### config.mk
export PLATFORM = sky130hd
export DESIGN_NAME = serial_adder8
export DESIGN_NICKNAME = d
export VERILOG_FILES = /design/src/rtl/serial_adder8_pkg.sv /design/src/rtl/serial_adder8_fulladder.sv /design/src/rtl/serial_adder8.sv
export SDC_FILE = /design/constraint.sdc
export NUM_CORES = 1
export LEC_CHECK = 0
export ABC_AREA = 1
export BUFFER_PORTS_ARGS = -buffer_cell sky130_fd_sc_hd__buf_2
export CAP_MARGIN = 25
export CORE_UTILIZATION = 50
export DETAILED_ROUTE_END_ITERATION = 8
export PLACE_DENSITY = 0.76
export REMOVE_ABC_BUFFERS = 1
export SLEW_MARGIN = 10
export SYNTH_ARGS = -nofsm -noshare
export SYNTH_HDL_FRONTEND = slang
export SYNTH_HIERARCHICAL = 1
export SYNTH_SLANG_ARGS = --single-unit
export TNS_END_PERCENT = 100
### constraint.sdc
create_clock -name clk -period 1.3 [get_ports clk]
set_input_delay 0.13 -clock clk [delete_from_list [all_inputs] [get_ports clk]]
set_output_delay 0.13 -clock clk [all_outputs]
set_load 0.03 [all_outputs]
### src/rtl/serial_adder8_pkg.sv
// -----------------------------------------------------------------------------
// serial_adder8_pkg
// Shared types and constants for the bit-serial adder.
//   state_e         : controller states (IDLE, SHIFT, DONE)
//   SA_WIDTH_DEF    : default operand/result width
//   SA_CNT_W_DEF    : bit-counter width for the default operand width
// Optional feature macro used by the adder: SERIAL_ADDER8_SUB_EN
// -----------------------------------------------------------------------------
package serial_adder8_pkg;

   typedef enum logic [1:0] {
      ST_IDLE  = 2'd0,
      ST_SHIFT = 2'd1,
      ST_DONE  = 2'd2
   } state_e;

   localparam int SA_WIDTH_DEF = 8;
   localparam int SA_CNT_W_DEF = $clog2(SA_WIDTH_DEF);

endpackage : serial_adder8_pkg

### src/rtl/serial_adder8_fulladder.sv
// -----------------------------------------------------------------------------
// fulladder
// One-bit full adder forming the per-bit datapath of the serial adder.
//   a, b  : input  addend bits
//   cin   : input  carry in
//   s     : output sum bit
//   cout  : output carry out
// -----------------------------------------------------------------------------
module fulladder (
   input  logic a,
   input  logic b,
   input  logic cin,
   output logic s,
   output logic cout
);

   assign s    = a ^ b ^ cin;
   assign cout = (a & b) | (cin & (a ^ b));

endmodule : fulladder

### src/rtl/serial_adder8.sv
// -----------------------------------------------------------------------------
// serial_adder8
// Bit-serial two's-complement adder. Operands are captured on an accepted
// start, then resolved LSB first through one full adder, one bit per clock.
// Results (sum, carryout, overflow) update only on the edge entering DONE,
// when done pulses for one cycle.
//   clk       : input  rising-edge clock
//   rst       : input  asynchronous active-high reset
//   start     : input  request, sampled in IDLE or DONE only
//   sub       : input  subtract select (only with SERIAL_ADDER8_SUB_EN)
//   a, b      : input  WIDTH-bit operands, captured with start
//   busy      : output high while bits are being resolved
//   done      : output one-cycle result-valid pulse
//   sum       : output WIDTH-bit result (mod 2^WIDTH)
//   carryout  : output carry out of MSB (borrow when subtracting)
//   overflow  : output signed overflow
// Configuration macro: SERIAL_ADDER8_SUB_EN adds the sub port and a - b.
// -----------------------------------------------------------------------------
module serial_adder8
   import serial_adder8_pkg::*;
#(
   parameter int WIDTH = SA_WIDTH_DEF
) (
   input  logic             clk,
   input  logic             rst,
   input  logic             start,
`ifdef SERIAL_ADDER8_SUB_EN
   input  logic             sub,
`endif
   input  logic [WIDTH-1:0] a,
   input  logic [WIDTH-1:0] b,
   output logic             busy,
   output logic             done,
   output logic [WIDTH-1:0] sum,
   output logic             carryout,
   output logic             overflow
);

   localparam int             CNT_W    = $clog2(WIDTH);
   localparam logic [CNT_W-1:0] CNT_LAST = CNT_W'(WIDTH - 1);
   localparam logic [CNT_W-1:0] CNT_ONE  = CNT_W'(1'b1);

   state_e             state_q, state_d;
   logic [WIDTH-1:0]   a_q, a_d;
   logic [WIDTH-1:0]   b_q, b_d;
   logic [WIDTH-1:0]   res_q, res_d;
   logic [WIDTH-1:0]   sum_q, sum_d;
   logic [CNT_W-1:0]   cnt_q, cnt_d;
   logic               carry_q, carry_d;
   logic               sub_q, sub_d;
   logic               cout_q, cout_d;
   logic               ovf_q, ovf_d;
   logic               busy_q, busy_d;
   logic               done_q, done_d;

   logic               sub_in_s;
   logic               fa_b_s;
   logic               fa_s_s;
   logic               fa_cout_s;

`ifdef SERIAL_ADDER8_SUB_EN
   assign sub_in_s = sub;
`else
   assign sub_in_s = 1'b0;
`endif

   // Subtraction is a + ~b + 1: invert each B bit, the +1 comes from the carry seed.
   assign fa_b_s = b_q[0] ^ sub_q;

   fulladder u_fa (
      .a    (a_q[0]),
      .b    (fa_b_s),
      .cin  (carry_q),
      .s    (fa_s_s),
      .cout (fa_cout_s)
   );

   // Next-state and datapath computation for the controller.
   always_comb begin
      state_d = state_q;
      a_d     = a_q;
      b_d     = b_q;
      res_d   = res_q;
      sum_d   = sum_q;
      cnt_d   = cnt_q;
      carry_d = carry_q;
      sub_d   = sub_q;
      cout_d  = cout_q;
      ovf_d   = ovf_q;
      busy_d  = busy_q;
      done_d  = 1'b0;

      case (state_q)
         ST_IDLE, ST_DONE: begin
            if (start) begin
               a_d     = a;
               b_d     = b;
               sub_d   = sub_in_s;
               carry_d = sub_in_s;
               cnt_d   = '0;
               res_d   = '0;
               busy_d  = 1'b1;
               state_d = ST_SHIFT;
            end else begin
               busy_d  = 1'b0;
               state_d = ST_IDLE;
            end
         end
         ST_SHIFT: begin
            a_d     = {1'b0, a_q[WIDTH-1:1]};
            b_d     = {1'b0, b_q[WIDTH-1:1]};
            res_d   = {fa_s_s, res_q[WIDTH-1:1]};
            carry_d = fa_cout_s;
            if (cnt_q == CNT_LAST) begin
               // carry_q is the carry into the MSB at this point.
               sum_d   = {fa_s_s, res_q[WIDTH-1:1]};
               cout_d  = fa_cout_s ^ sub_q;
               ovf_d   = carry_q ^ fa_cout_s;
               cnt_d   = '0;
               busy_d  = 1'b0;
               done_d  = 1'b1;
               state_d = ST_DONE;
            end else begin
               cnt_d   = cnt_q + CNT_ONE;
               busy_d  = 1'b1;
               state_d = ST_SHIFT;
            end
         end
         default: begin
            busy_d  = 1'b0;
            state_d = ST_IDLE;
         end
      endcase
   end

   // State, datapath and registered-output flops.
   always_ff @(posedge clk or posedge rst) begin
      if (rst) begin
         state_q <= ST_IDLE;
         a_q     <= '0;
         b_q     <= '0;
         res_q   <= '0;
         sum_q   <= '0;
         cnt_q   <= '0;
         carry_q <= 1'b0;
         sub_q   <= 1'b0;
         cout_q  <= 1'b0;
         ovf_q   <= 1'b0;
         busy_q  <= 1'b0;
         done_q  <= 1'b0;
      end else begin
         state_q <= state_d;
         a_q     <= a_d;
         b_q     <= b_d;
         res_q   <= res_d;
         sum_q   <= sum_d;
         cnt_q   <= cnt_d;
         carry_q <= carry_d;
         sub_q   <= sub_d;
         cout_q  <= cout_d;
         ovf_q   <= ovf_d;
         busy_q  <= busy_d;
         done_q  <= done_d;
      end
   end

   assign busy     = busy_q;
   assign done     = done_q;
   assign sum      = sum_q;
   assign carryout = cout_q;
   assign overflow = ovf_q;

endmodule : serial_adder8

==> impl_metrics.yaml <==
logic_synthesis:
  yosys.area.top_type: "dfrtp_1"
  ys_top_cells_by_count: "76 x nand2_1, 39 x dfrtp_1, 39 x inv_1"
  yosys-top-cells-area: "dfrtp_1 51%, nand2_1 15%, inv_1 7.7%, nand3_1 7.7%, o21ai_2 3.2%"
  synthDistinctLibCells: 20
  synth_area_sq_um: 1900
  synth_edf_count: 0
  yosysMostFrequentCell: "nand2_1"
  synthArstFlopShare_pct: 100
  synth_seq_area_share_pct: 51.5
  syn_inst: 223
  synth_ff_type: "dfrtp_1"
  yosysWarnings: 6
  ys_ff_latch: 39
  yosysTopAreaCellShare_pct: 51.5
  avgSynthCellArea_sq_um: 8.51
final_layout:
  fin_util_pct: 60.8
  nets: 284
  fillers: 332
  postLayoutCellArea_sq_um: 2230
  seq_area_sq_um: 977
  multi_input_area_sq_um: 718
  area_delta_synth_final_pct: 17.3
  antenna_cells: 0
  layout-drive-gt1-share_pct: 25.1
floorplan:
  die_height_um: 63.6
  placementRows: 22
  ios: 31
  start_util_pct: 51.8
  die_x_um: 63.6
  core_sq_um: 3660
  dieArea_sq_um: 4040
route:
  dr.pass1.iters: 4
  drt_first_iter_violations: 104
  postRouteAntennaNets: 0
  drc: 0
  vias_per_cell: 4.74
  vias: 1473
  finalWirelength_um: 3680
  wl_per_cell_um: 11.8
min_path:
  hold_class: "input port to register"
cts:
  h-tree-depth: 2
  clk_latency_ns: 0.30
  clock-sinks: 39
  tritoncts: "yes"
  cts_made_buffers: 5
  clk_pin_slew_ns: 0.08
  cts_buffer_depth: 2
  clock-root-buffer: "clkbuf_8"
power_and_ir_drop:
  p_leak_nw: 1.25
  power_mw: 5.83
  power-per-cell-area_nw_per_um2: 2620
  vdd_drop_max_v: 0.00121
global_route:
  antenna_found_initial: 0
  grt_overflow_total: 0
  grt_pass1_vias: 1482
  grt_max_degree: 40
  grt_pass1_wl_um: 6400
  gr-usage-all-layers_pct: 20.6
sta:
  final.setup.worst_slack_ns: 0.0886
  skew_ns: 0.00610
  rsz0062_at_grt: "false"
  worst_slew_margin_rel_pct: 67.4
  fin_crit_sh_pct: 93.2
  setup_viol: 0
  worstMarginPinSlew_ns: 0.489
  drv_slew: 0
  hold_viol: 0
  fin_crit_ns: 1.21
  clock.fmax_mhz: 825
setup_path:
  critical_path.most_common_cell: "nand2_1"
  crit_type: "register to register"
  worst_setup_path_start_kind: "register"
  cp.required_ns: 1.49
  crit_chain: "fa_2 -> xor2_1 -> nand2_1 -> nand2_1"
  r2r_slack_ns: 0.09
  path_max_fanout: 3
  critPathSlowestCell: "fa_2"
  slowest_delay_ns: 0.42
  worstPathArrival_ns: 1.40
  endpoint_kind: "register"
outcome:
  status: "completed"
place:
  post-dp-hpwl_um: 2300
  place_area_sq_um: 2070
  place_congestion: 0.725
  pre_cts_ws_ns: 0.0236
  portBuffers: 30
run:
  max-cap-violations: 0
report_power, final:
| part | switching, mW | internal, mW | total, mW |
|---|---|---|---|
| Sequential | 0.322 | 1.80 | 2.12 |
| Clock | 0.422 | 0.375 | 0.797 |
| Combinational | 1.87 | 1.04 | 2.91 |
| Total | 2.62 | 3.21 | 5.83 |
cells by family (layout without fill, tap and decap cells):
| kind of cell | after synthesis | after routing | synth area share, % |
|---|---|---|---|
| and+or+nand+nor | 111 | 113 | 26.8 |
| buffers and inverters | 51 | 89 | 12.8 |
| DFF | 39 | 39 | 51.5 |
| AOI/OAI and AO/OA | 18 | 18 | 6.13 |
| adders and majority gates | 3 | 3 | 2.37 |
| xor gates and xnor gates | 1 | 1 | 0.462 |
cells in the final DEF, fill, tap and decap left out, types with 5 or more instances in the layout:
cell      instances
o21ai_0           5
nand3_1          29
o21ai_2           7
buf_4             8
nand2_1          76
o21ai_1           6
dfrtp_1          38
clkbuf_8          5
inv_1            39
buf_2            30
what timing repair did:
item                                    CTS  global route
endpoints found under the hold margin    39             0
cloned                                    0             2
buffers inserted                          2             0
resized for setup                         1             5
endpoints found under the setup margin    1            26
pin swaps                                 0             2
hold buffers                              1             0
stage by stage:
stage,instances,setup TNS (ns),hold slack [ns]
after global routing,311,0,0.0847
after CTS,309,0,0.0487
final,311,0,0.0538
after global placement,298,0,0.275
after detailed placement,298,0,0.272
after floorplan,214,-6.63,0.257
registers in the layout, summed over array words and instances (netlist names):
signal,flops
done,1
res_q,7
overflow,1
cnt_q,3
b_q,8
state_q,1
carryout,1
carry_q,1
a_q,8
sum,8
area by class of cell:
type | count | share of cell area (%)
flip-flops and latches | 39 | 43.9
multi-input cells | 135 | 32.3
repair buffers | 39 | 9.89
inverters | 42 | 7.42
clock buffers | 6 | 3.26
well taps | 48 | 2.70
clock inverters | 2 | 0.562
path summary, 6_finish.rpt:
check | from | cells past startpoint | end
min reg2reg | sum[1]$_DFFE_PP0P_ | 2 | sum[1]$_DFFE_PP0P_
min in group asynchronous | rst | 4 | sum[1]$_DFFE_PP0P_
max reg2reg | a_q[0]$_DFFE_PP0P_ | 4 | overflow$_DFFE_PP0P_
min | a[7] | 3 | a_q[7]$_DFFE_PP0P_
max | a_q[0]$_DFFE_PP0P_ | 4 | overflow$_DFFE_PP0P_
max in group asynchronous | rst | 4 | state_q[0]$_DFF_PP0_
critical path, delay by kind of cell, from the launching register on:
kind	cells	cell delay, ns
xor+xnor	1	0.17
fa+ha+maj	1	0.42
flops	1	0.41
simple gates	2	0.11
metal layers:
| layer | GRT usage [%] | vias to the layer above | share of wire, % |
|---|---|---|---|
| met4 | 8.52 | 0 | 1.8 |
| met1 | 24.1 | 677 | 46 |
| met2 | 36.2 | 34 | 48 |
| met5 | 0 | - | 0 |
| met3 | 4.53 | 8 | 3.8 |
| li1 | - | 754 | - |
Note: power is estimated with default switching activity, not from simulation.
